==> src/rtl/video_shifter.sv <==
// Video line fetcher and MSB-first pixel serialiser: pulls one line of bitmap
// bytes from shared video RAM through a 2-entry queue and shifts one pixel per clock.
//   state | meaning
//   IDLE  | no line in progress, fetcher parked
//   DELAY | line accepted, prefetching while the start delay runs down
//   SHIFT | active pixels, one byte slot every 8 cycles
module video_shifter #(
  parameter int BYTES_PER_LINE = 24,
  parameter int LINE_COUNT     = 256,
  parameter int START_DELAY    = 8,
  parameter int ADDR_WIDTH     = 13
) (
  input  logic                  clk_i,
  input  logic                  reset_i,
  input  logic                  frame_start_i,
  input  logic                  line_start_i,
  output logic                  mem_req_o,
  output logic [ADDR_WIDTH-1:0] mem_addr_o,
  input  logic                  mem_ack_i,
  input  logic [7:0]            mem_data_i,
  output logic                  pixel_o,
  output logic                  active_o,
  output logic                  underrun_o
);

  localparam int CW = $clog2(BYTES_PER_LINE + 1);
  localparam int LW = $clog2(LINE_COUNT + 1);
  localparam int DW = $clog2(START_DELAY);

  typedef enum logic [1:0] {IDLE, DELAY, SHIFT} state_t;

  state_t                state_q, state_d;
  logic [DW-1:0]         delay_q, delay_d;
  logic [LW-1:0]         line_cnt_q, line_cnt_d;
  logic [ADDR_WIDTH-1:0] line_base_q, line_base_d;
  logic [ADDR_WIDTH-1:0] fetch_addr_q, fetch_addr_d;
  logic [CW-1:0]         fetch_cnt_q, fetch_cnt_d;
  logic [CW-1:0]         slot_cnt_q, slot_cnt_d;
  logic [7:0]            q0_q, q0_d, q1_q, q1_d;
  logic [1:0]            q_cnt_q, q_cnt_d;
  logic [7:0]            shreg_q, shreg_d;
  logic [2:0]            bit_q, bit_d;
  logic                  req_q, req_d;
  logic [ADDR_WIDTH-1:0] addr_q, addr_d;
  logic                  discard_q, discard_d;
  logic                  underrun_q, underrun_d;

  logic                  accept, last_slot, slot_start, pop, push;
  logic [LW-1:0]         line_cnt_eff;
  logic [ADDR_WIDTH-1:0] line_base_eff;

  always_comb begin
    state_d      = state_q;
    delay_d      = delay_q;
    line_cnt_d   = line_cnt_q;
    line_base_d  = line_base_q;
    fetch_addr_d = fetch_addr_q;
    fetch_cnt_d  = fetch_cnt_q;
    slot_cnt_d   = slot_cnt_q;
    q0_d         = q0_q;
    q1_d         = q1_q;
    q_cnt_d      = q_cnt_q;
    shreg_d      = shreg_q;
    bit_d        = bit_q;
    req_d        = req_q;
    addr_d       = addr_q;
    discard_d    = discard_q;
    underrun_d   = underrun_q;

    // frameStart takes effect before a lineStart in the same cycle
    line_cnt_eff  = frame_start_i ? '0 : line_cnt_q;
    line_base_eff = frame_start_i ? '0 : line_base_q;
    if (frame_start_i) begin
      line_cnt_d  = '0;
      line_base_d = '0;
      underrun_d  = 1'b0;
    end

    accept     = line_start_i && (line_cnt_eff < LW'(LINE_COUNT));
    last_slot  = (slot_cnt_q == CW'(BYTES_PER_LINE - 1));
    slot_start = !accept && (((state_q == DELAY) && (delay_q == '0)) ||
                             ((state_q == SHIFT) && (bit_q == 3'd7) && !last_slot));
    pop        = slot_start && (q_cnt_q != 2'd0);
    push       = mem_ack_i && req_q && !discard_q && (state_q != IDLE) && !accept;

    case (state_q)
      DELAY:   if (delay_q == '0) state_d = SHIFT;
               else delay_d = delay_q - DW'(1);
      SHIFT:   if ((bit_q == 3'd7) && last_slot) state_d = IDLE;
      default: ;
    endcase

    if (state_q == SHIFT) begin
      shreg_d = {shreg_q[6:0], 1'b0};
      bit_d   = bit_q + 3'd1;
    end
    if (slot_start) begin
      shreg_d = pop ? q0_q : 8'h00;
      bit_d   = 3'd0;
      if (!pop) underrun_d = 1'b1;
      if (state_q == SHIFT) slot_cnt_d = slot_cnt_q + CW'(1);
    end

    case ({push, pop})
      2'b10: begin
        if (q_cnt_q == 2'd0) q0_d = mem_data_i;
        else q1_d = mem_data_i;
        q_cnt_d = q_cnt_q + 2'd1;
      end
      2'b01: begin
        q0_d    = q1_q;
        q_cnt_d = q_cnt_q - 2'd1;
      end
      2'b11: begin
        if (q_cnt_q == 2'd1) q0_d = mem_data_i;
        else begin
          q0_d = q1_q;
          q1_d = mem_data_i;
        end
      end
      default: ;
    endcase

    // a request is only raised if its byte is guaranteed a free queue slot
    if (req_q && mem_ack_i) begin
      req_d     = 1'b0;
      discard_d = 1'b0;
      if (push) begin
        fetch_addr_d = fetch_addr_q + ADDR_WIDTH'(1);
        fetch_cnt_d  = fetch_cnt_q + CW'(1);
      end
    end else if (!req_q && (state_q != IDLE) && (state_d != IDLE) && !accept &&
                 (fetch_cnt_q < CW'(BYTES_PER_LINE)) &&
                 ((q_cnt_q - {1'b0, pop}) < 2'd2)) begin
      req_d  = 1'b1;
      addr_d = fetch_addr_q;
    end

    if (accept) begin
      state_d      = DELAY;
      delay_d      = DW'(START_DELAY - 1);
      line_cnt_d   = line_cnt_eff + LW'(1);
      fetch_addr_d = line_base_eff;
      line_base_d  = line_base_eff + ADDR_WIDTH'(BYTES_PER_LINE);
      fetch_cnt_d  = '0;
      slot_cnt_d   = '0;
      q_cnt_d      = 2'd0;
      bit_d        = 3'd0;
      if (req_q && !mem_ack_i) discard_d = 1'b1;
    end
  end

  always_ff @(posedge clk_i) begin
    if (reset_i) begin
      state_q      <= IDLE;
      delay_q      <= '0;
      line_cnt_q   <= '0;
      line_base_q  <= '0;
      fetch_addr_q <= '0;
      fetch_cnt_q  <= '0;
      slot_cnt_q   <= '0;
      q0_q         <= 8'h00;
      q1_q         <= 8'h00;
      q_cnt_q      <= 2'd0;
      shreg_q      <= 8'h00;
      bit_q        <= 3'd0;
      req_q        <= 1'b0;
      addr_q       <= '0;
      discard_q    <= 1'b0;
      underrun_q   <= 1'b0;
    end else begin
      state_q      <= state_d;
      delay_q      <= delay_d;
      line_cnt_q   <= line_cnt_d;
      line_base_q  <= line_base_d;
      fetch_addr_q <= fetch_addr_d;
      fetch_cnt_q  <= fetch_cnt_d;
      slot_cnt_q   <= slot_cnt_d;
      q0_q         <= q0_d;
      q1_q         <= q1_d;
      q_cnt_q      <= q_cnt_d;
      shreg_q      <= shreg_d;
      bit_q        <= bit_d;
      req_q        <= req_d;
      addr_q       <= addr_d;
      discard_q    <= discard_d;
      underrun_q   <= underrun_d;
    end
  end

  assign mem_req_o  = req_q;
  assign mem_addr_o = addr_q;
  assign active_o   = (state_q == SHIFT);
  assign pixel_o    = active_o && shreg_q[7];
  assign underrun_o = underrun_q;

  queue_no_overflow: assert property (@(posedge clk_i) disable iff (reset_i)
    !(push && !pop && (q_cnt_q == 2'd2)));

endmodule
==> config.mk <==
export PLATFORM = sky130hd
export DESIGN_NAME = video_shifter
export DESIGN_NICKNAME = d
export VERILOG_FILES = /design/src/rtl/video_shifter.sv
export SDC_FILE = /design/constraint.sdc
export NUM_CORES = 1
export LEC_CHECK = 0
export BUFFER_PORTS_ARGS = -buffer_cell sky130_fd_sc_hd__buf_2
export CAP_MARGIN = 25
export CELL_PAD_IN_SITES_DETAIL_PLACEMENT = 0
export CELL_PAD_IN_SITES_GLOBAL_PLACEMENT = 1
export CORE_UTILIZATION = 47
export DETAILED_ROUTE_END_ITERATION = 7
export MAX_ROUTING_LAYER = met4
export PLACE_DENSITY_LB_ADDON = 0.1
export SYNTH_ARGS = -nofsm -noshare
export SYNTH_HDL_FRONTEND = slang
export SYNTH_SLANG_ARGS = --single-unit
export TNS_END_PERCENT = 5
==> constraint.sdc <==
create_clock -name clk_i -period 6.5 [get_ports clk_i]
set_input_delay 0.65 -clock clk_i [delete_from_list [all_inputs] [get_ports clk_i]]
set_output_delay 0.65 -clock clk_i [all_outputs]
set_load 0.01 [all_outputs]
# Word-level counts from Yosys, hierarchy flattened

Cells that the tools add are included.

Register bits after elaboration: 95
Logic and storage cells: 119

Add/sub/neg operators: 10
Order comparisons: 3
Equal/unequal tests: 12
Multiplexer cells: 30
Bitwise logic cells: 1
Reductions and logical operators: 46

Operator list:

| kind                                                            | count |
|---|---|
| 13-bit 2-to-1 mux                                               | 5 |
| 8-bit 2-to-1 mux                                                | 7 |
| 8-bit one-hot mux with 3 select lines                           | 1 |
| 1-bit logical AND                                               | 18 |
| 9-bit 2-to-1 mux                                                | 2 |
| 2-bit nonzero test                                              | 9 |
| 8-bit one-hot mux with 2 select lines                           | 1 |
| 13-bit by 1-bit adder with 13-bit output, second input constant | 1 |
| 13-bit by 5-bit adder with 13-bit output, second input constant | 1 |
| 2-bit AND reduction                                             | 6 |
| 5-bit by 1-bit adder with 5-bit output, second input constant   | 2 |
| 9-bit by 1-bit adder with 9-bit output, second input constant   | 1 |
| 9-bit less-than comparator, second input constant               | 1 |
| 3-bit 2-to-1 mux                                                | 3 |
| 2-bit != test, second input constant                            | 4 |
| 2-bit one-hot mux with 2 select lines                           | 2 |
| 1-bit 2-to-1 mux                                                | 7 |
| 2-bit by 1-bit == test with 1-bit output, second input constant | 3 |
| 2-bit == test, second input constant                            | 3 |
| 5-bit == test, second input constant                            | 1 |
| 1-bit logical NOT                                               | 5 |
| 5-bit less-than comparator, second input constant               | 1 |
| 2-bit 2-to-1 mux                                                | 2 |
| 2-bit OR reduction                                              | 2 |
| 14 further kinds                                                | 14 |

# Depth between registers and ports, before layout

Depth in word-level cells: 10
Gate-level depth with buffers: 14
Gate-level depth less buffers: 12

# Worst setup path before layout

Ideal clock, no wire load.

Path type: input-to-reg
Start point: in frame_start_i
End point: reg q1_q[0]
Setup time: 0.128 ns
Arrival: 2.644 ns
Setup slack: 3.728 ns
Stages: 11
Cells stage by stage: nand2b_1 -> nand2_1 -> buf_2 -> buf_2 -> nand2_1 -> nor2_1 -> inv_1 -> ha_1 -> o211ai_2 -> mux2i_1 -> nor2_1

Longest elaborated chain between the ends: 9

RTL lines:

| element                                                       | line   | source |
|---|---|---|
| from (decl)                                                   | 15     | `input logic frame_start_i,` |
| 9-bit 2-to-1 mux (*)                                          | n/a    |  |
| 9-bit less-than comparator (*)                                | 79     | `accept = line_start_i && (line_cnt_eff < LW'(LINE_COUNT));` |
| 1-bit logical AND (*)                                         | 79     |  |
| 1-bit logical NOT (*)                                         | 81, 84 |  |
| 1-bit logical AND                                             | 81     | `slot_start = !accept && (((state_q == DELAY) && (delay_q == '0)) \|\|` |
| 1-bit logical AND                                             | 83     | `pop = slot_start && (q_cnt_q != 2'd0);` |
| 2-bit == test                                                 | 104    | `case ({push, pop})` |
| 2-bit != test (no line) or 2-bit nonzero test (tied branches) | n/a    |  |
| 3-bit AND reduction (no line)                                 | n/a    |  |
| to (signal assigned)                                          | 180    | `q1_q <= q1_d;` |
| to (decl)                                                     | 39     | `logic [7:0] q0_q, q0_d, q1_q, q1_d;` |

Every way passes the cells marked *; elsewhere a longest branch is shown, timed or not.
A chain may end at the register's enable or synchronous reset.

# Final worst setup path

Start point: reg state_q[1]
End point: reg q1_q[3]

Longest elaborated chain between the ends: 9

RTL lines:

| element                                                       | line | source |
|---|---|---|
| from (decl)                                                   | 32   | `state_t state_q, state_d;` |
| from (signal assigned)                                        | 172  | `state_q <= state_d;` |
| 2-bit == test                                                 | 82   | `((state_q == SHIFT) && (bit_q == 3'd7) && !last_slot));` |
| 1-bit logical AND (2 in a row)                                | 82   |  |
| 1-bit logical OR                                              | 81   |  |
| 1-bit logical AND                                             | 81   |  |
| 1-bit logical AND                                             | 83   |  |
| 2-bit == test                                                 | 104  |  |
| 2-bit != test (no line) or 2-bit nonzero test (tied branches) | n/a  |  |
| 3-bit AND reduction (no line)                                 | n/a  |  |

Parallel ways exist; a longest one is shown, timed or not.

==> impl_metrics.yaml <==
global_route:
  antenna_found_initial: 0
  grt_pass1_wl_mm: 15.9
  grt_max_degree: 87
  grt_use_total: 0.203
  globalRouteOverflowTotal: 0
  grt_pass1_vias: 3301
outcome:
  status: "finished, final reports clean"
detailed_routing:
  firstDrtPassIters: 4
  wl_per_cell_um: 14.3
  dr_total_vias: 3458
  initialDrtViolationCount: 108
  ant_nets: 0
  routed_wl_mm: 9.24
  drc_errors: 0
  post_drt_via_cell_ratio: 5.34
clock_tree:
  path_clk_slew_ns: 0.09
  cts_tree: "built"
  cts_made_buffers: 9
  cts_sinks: 95
  cts_resized: 0
  clockBufferDepth: 2
  hold_buffers: 0
  cts_setup_buffers: 0
  cts_root_buf: "clkbuf_8"
  clk_latency_ns: 0.36
  htreeDepth: 3
timing:
  min_period_over_period: 0.537
  slew_violations: 0
  min_period_ns: 3.49
  clock_skew_ns: 0.00866
  finalSetupViolCount: 0
  worst_pin_slew_ns: 0.897
  relSlewSlack: 0.402
  fin_setup_tns_ns: 0
  hold_viol: 0
  worst_slack_ns: 3.01
  max_freq_mhz: 286
  rsz0062_at_grt: "no"
synthesis:
  synth_compound_area_frac: 0.117
  synth_area_per_cell_um2: 9.16
  synthAdderAreaFrac: 0.0467
  synth_edf_count: 0
  synth_area_leaders: "dfxtp_1 42%, mux2i_1 5.5%, nor2_1 5.2%"
  syn_inst: 498
  synth.distinct_cells: 56
  ys_seq_elements: 95
  yosys.area_share.simple: 0.237
  synth_top_family_by_area: "simple AND/OR/NAND/NOR gates"
  yosysWarnings: 0
  synthArstFlopShare: 0
  synth_top_area_cell: "dfxtp_1"
  ys_seq_area_frac: 0.417
  synth_mux_area_frac: 0.0771
  syn_nets: 528
  synth_xor_area_frac: 0.0653
  netlist_area_um2: 4560
  ys.flop_type: "dfxtp_1"
  synth_top_cell_area_share: 0.417
place:
  port_buffers: 29
  dpl_cell_area_um2: 4750
  post-place-ws_ns: 2.99
  place_congestion: 0.859
  dp_hpwl_mm: 6.32
cells_and_area:
  drive_gt1_frac: 0.133
  layout-area-overhead-vs-synth_pct: 8.51
  finalInstanceArea_um2: 4950
  final_cell_mix: "95 x dfxtp_1, 63 x nor2_1, 34 x nand2_1, 30 x nand2b_1, 29 x buf_2"
  n_antenna_cell: 0
  final_common_cell: "dfxtp_1"
  nets: 544
flow_run:
  maxCapViolCount: 0
critical_path:
  crit_path_max_fanout: 20
  crit_path_start_kind: "register"
  critPathCaptureType: "register"
  crit_start: "state_q[1]$_SDFF_PP0_"
  reg2reg_from: "state_q[1]$_SDFF_PP0_"
  crit_type: "register to register"
  arrival_ns: 3.72
  cp_data_required_time_ns: 6.72
pwr:
  finalPower_uw: 1060
  p_int_uw: 807
  powerDensity_nw_per_um2: 215
  switching_power_uw: 256
  p_seq_frac: 0.564
  power.leakage_uw: 0.00185
  combPwrFrac: 0.069
  peakVddDrop_mv: 0.133
  swShare: 0.241
  p_clk_frac: 0.367
die:
  core_area_um2: 9330
  initial_core_util: 0.489
  fp.dieW_um: 100
  die-area_um2: 10100
  rows: 35
  io_pins: 30
  fp.dieH_um: 100
hold_path:
  worstHoldStart: "q0_q[4]$_SDFFE_PP0P_"
  hp-class: "register to register"
[worst paths after layout]
| kind | to | slack, ns | cells past startpoint |
|---|---|---|---|
| worst max-delay path | q1_q[3]$_SDFFE_PP0P_ | 3.01 | 10 |
| worst min-delay path | shreg_q[4]$_SDFFE_PP0P_ | 0.47 | 2 |
| worst max register to register | q1_q[3]$_SDFFE_PP0P_ | 3.01 | 10 |
| worst min register to register | shreg_q[4]$_SDFFE_PP0P_ | 0.47 | 2 |
[cell usage after synthesis, drive strengths merged, types with 2 or more instances]
cell type and instances:
dfxtp 95, a21oi 25, mux2i 25, nand2 34, o211ai 3, nor3b 2, a221oi 7, mux2 9
clkbuf 13, inv 12, buf 13, nor2b 9, and3 8, a22oi 2, nand3 16, nor3 9
and2 8, xor2 17, o21ai 10, nand2b 30, a311oi 5, ha 17, or3 7, and4bb 2
a211oi 9, nor2 63, nand4 13, xnor2 17, a31oi 3
[through the flow]
| step | utilization | cells | hold WS [ns] |
|---|---|---|---|
| 2_1_floorplan | - | 498 | 0.430 |
| 3_3_place_gp | 0.509 | 632 | 0.450 |
| 3_5_place_dp | 0.509 | 632 | 0.455 |
| 4_1_cts | 0.530 | 648 | 0.473 |
| 5_1_grt | 0.530 | 648 | 0.492 |
| 6_report | 0.530 | 648 | 0.471 |
[logic make-up after synthesis]
family,after synthesis
DFF,95
adders and majority gates,17
xor gates and xnor gates,34
and+or+nand+nor,207
AOI/OAI and AO/OA,72
buffers and inverters,39
muxes,34
[worst max-delay path, cell delays in order (launching register included)]
cell,delay (ns)
dfxtp_1,0.43
ha_1,0.70
nand2_1,0.19
o22ai_4,0.35
nand2_1,0.30
nor2_1,0.28
inv_1,0.07
ha_1,0.21
o211ai_2,0.51
mux2i_1,0.27
nor2_1,0.05
[area by class of cell]
type	count	area, µm²
fillers	902	4380
clock inverters	5	57.6
well taps	129	161
multi-input cells	364	2480
inverters	13	48.8
repair buffers	31	160
clock buffers	11	141
flip-flops and latches	95	1900
[registers in the layout (all words and copies together) (netlist names), named ones only]
register      cells
fetch_addr_q     13
line_base_q      13
mem_addr_o       13
line_cnt_q        9
q0_q              8
q1_q              8
shreg_q           8
fetch_cnt_q       5
slot_cnt_q        5
bit_q             3
delay_q           3
q_cnt_q           2
state_q           2
mem_req_o         1
underrun_o        1
[power groups by stage]
stage / Combinational (µW) / Sequential, µW / Clock (µW)
2_1_floorplan: 56.0 / 611 / 0
4_1_cts: 74.6 / 599 / 404
6_report: 73.6 / 599 / 390
3_5_place_dp: 74.3 / 613 / 0
5_1_grt: 82.7 / 601 / 427
3_3_place_gp: 73.5 / 613 / 0
[layer usage]
| layer | up-vias | track usage | wire length (µm) |
|---|---|---|---|
| met5 | - | - | 0 |
| met1 | 1653 | 0.256 | 4470 |
| met3 | 13 | 0.0374 | 188 |
| li1 | 1756 | - | - |
| met2 | 36 | 0.330 | 4410 |
| met4 | 0 | 0.0658 | 168 |
Note: power is estimated with default switching activity, not from simulation.
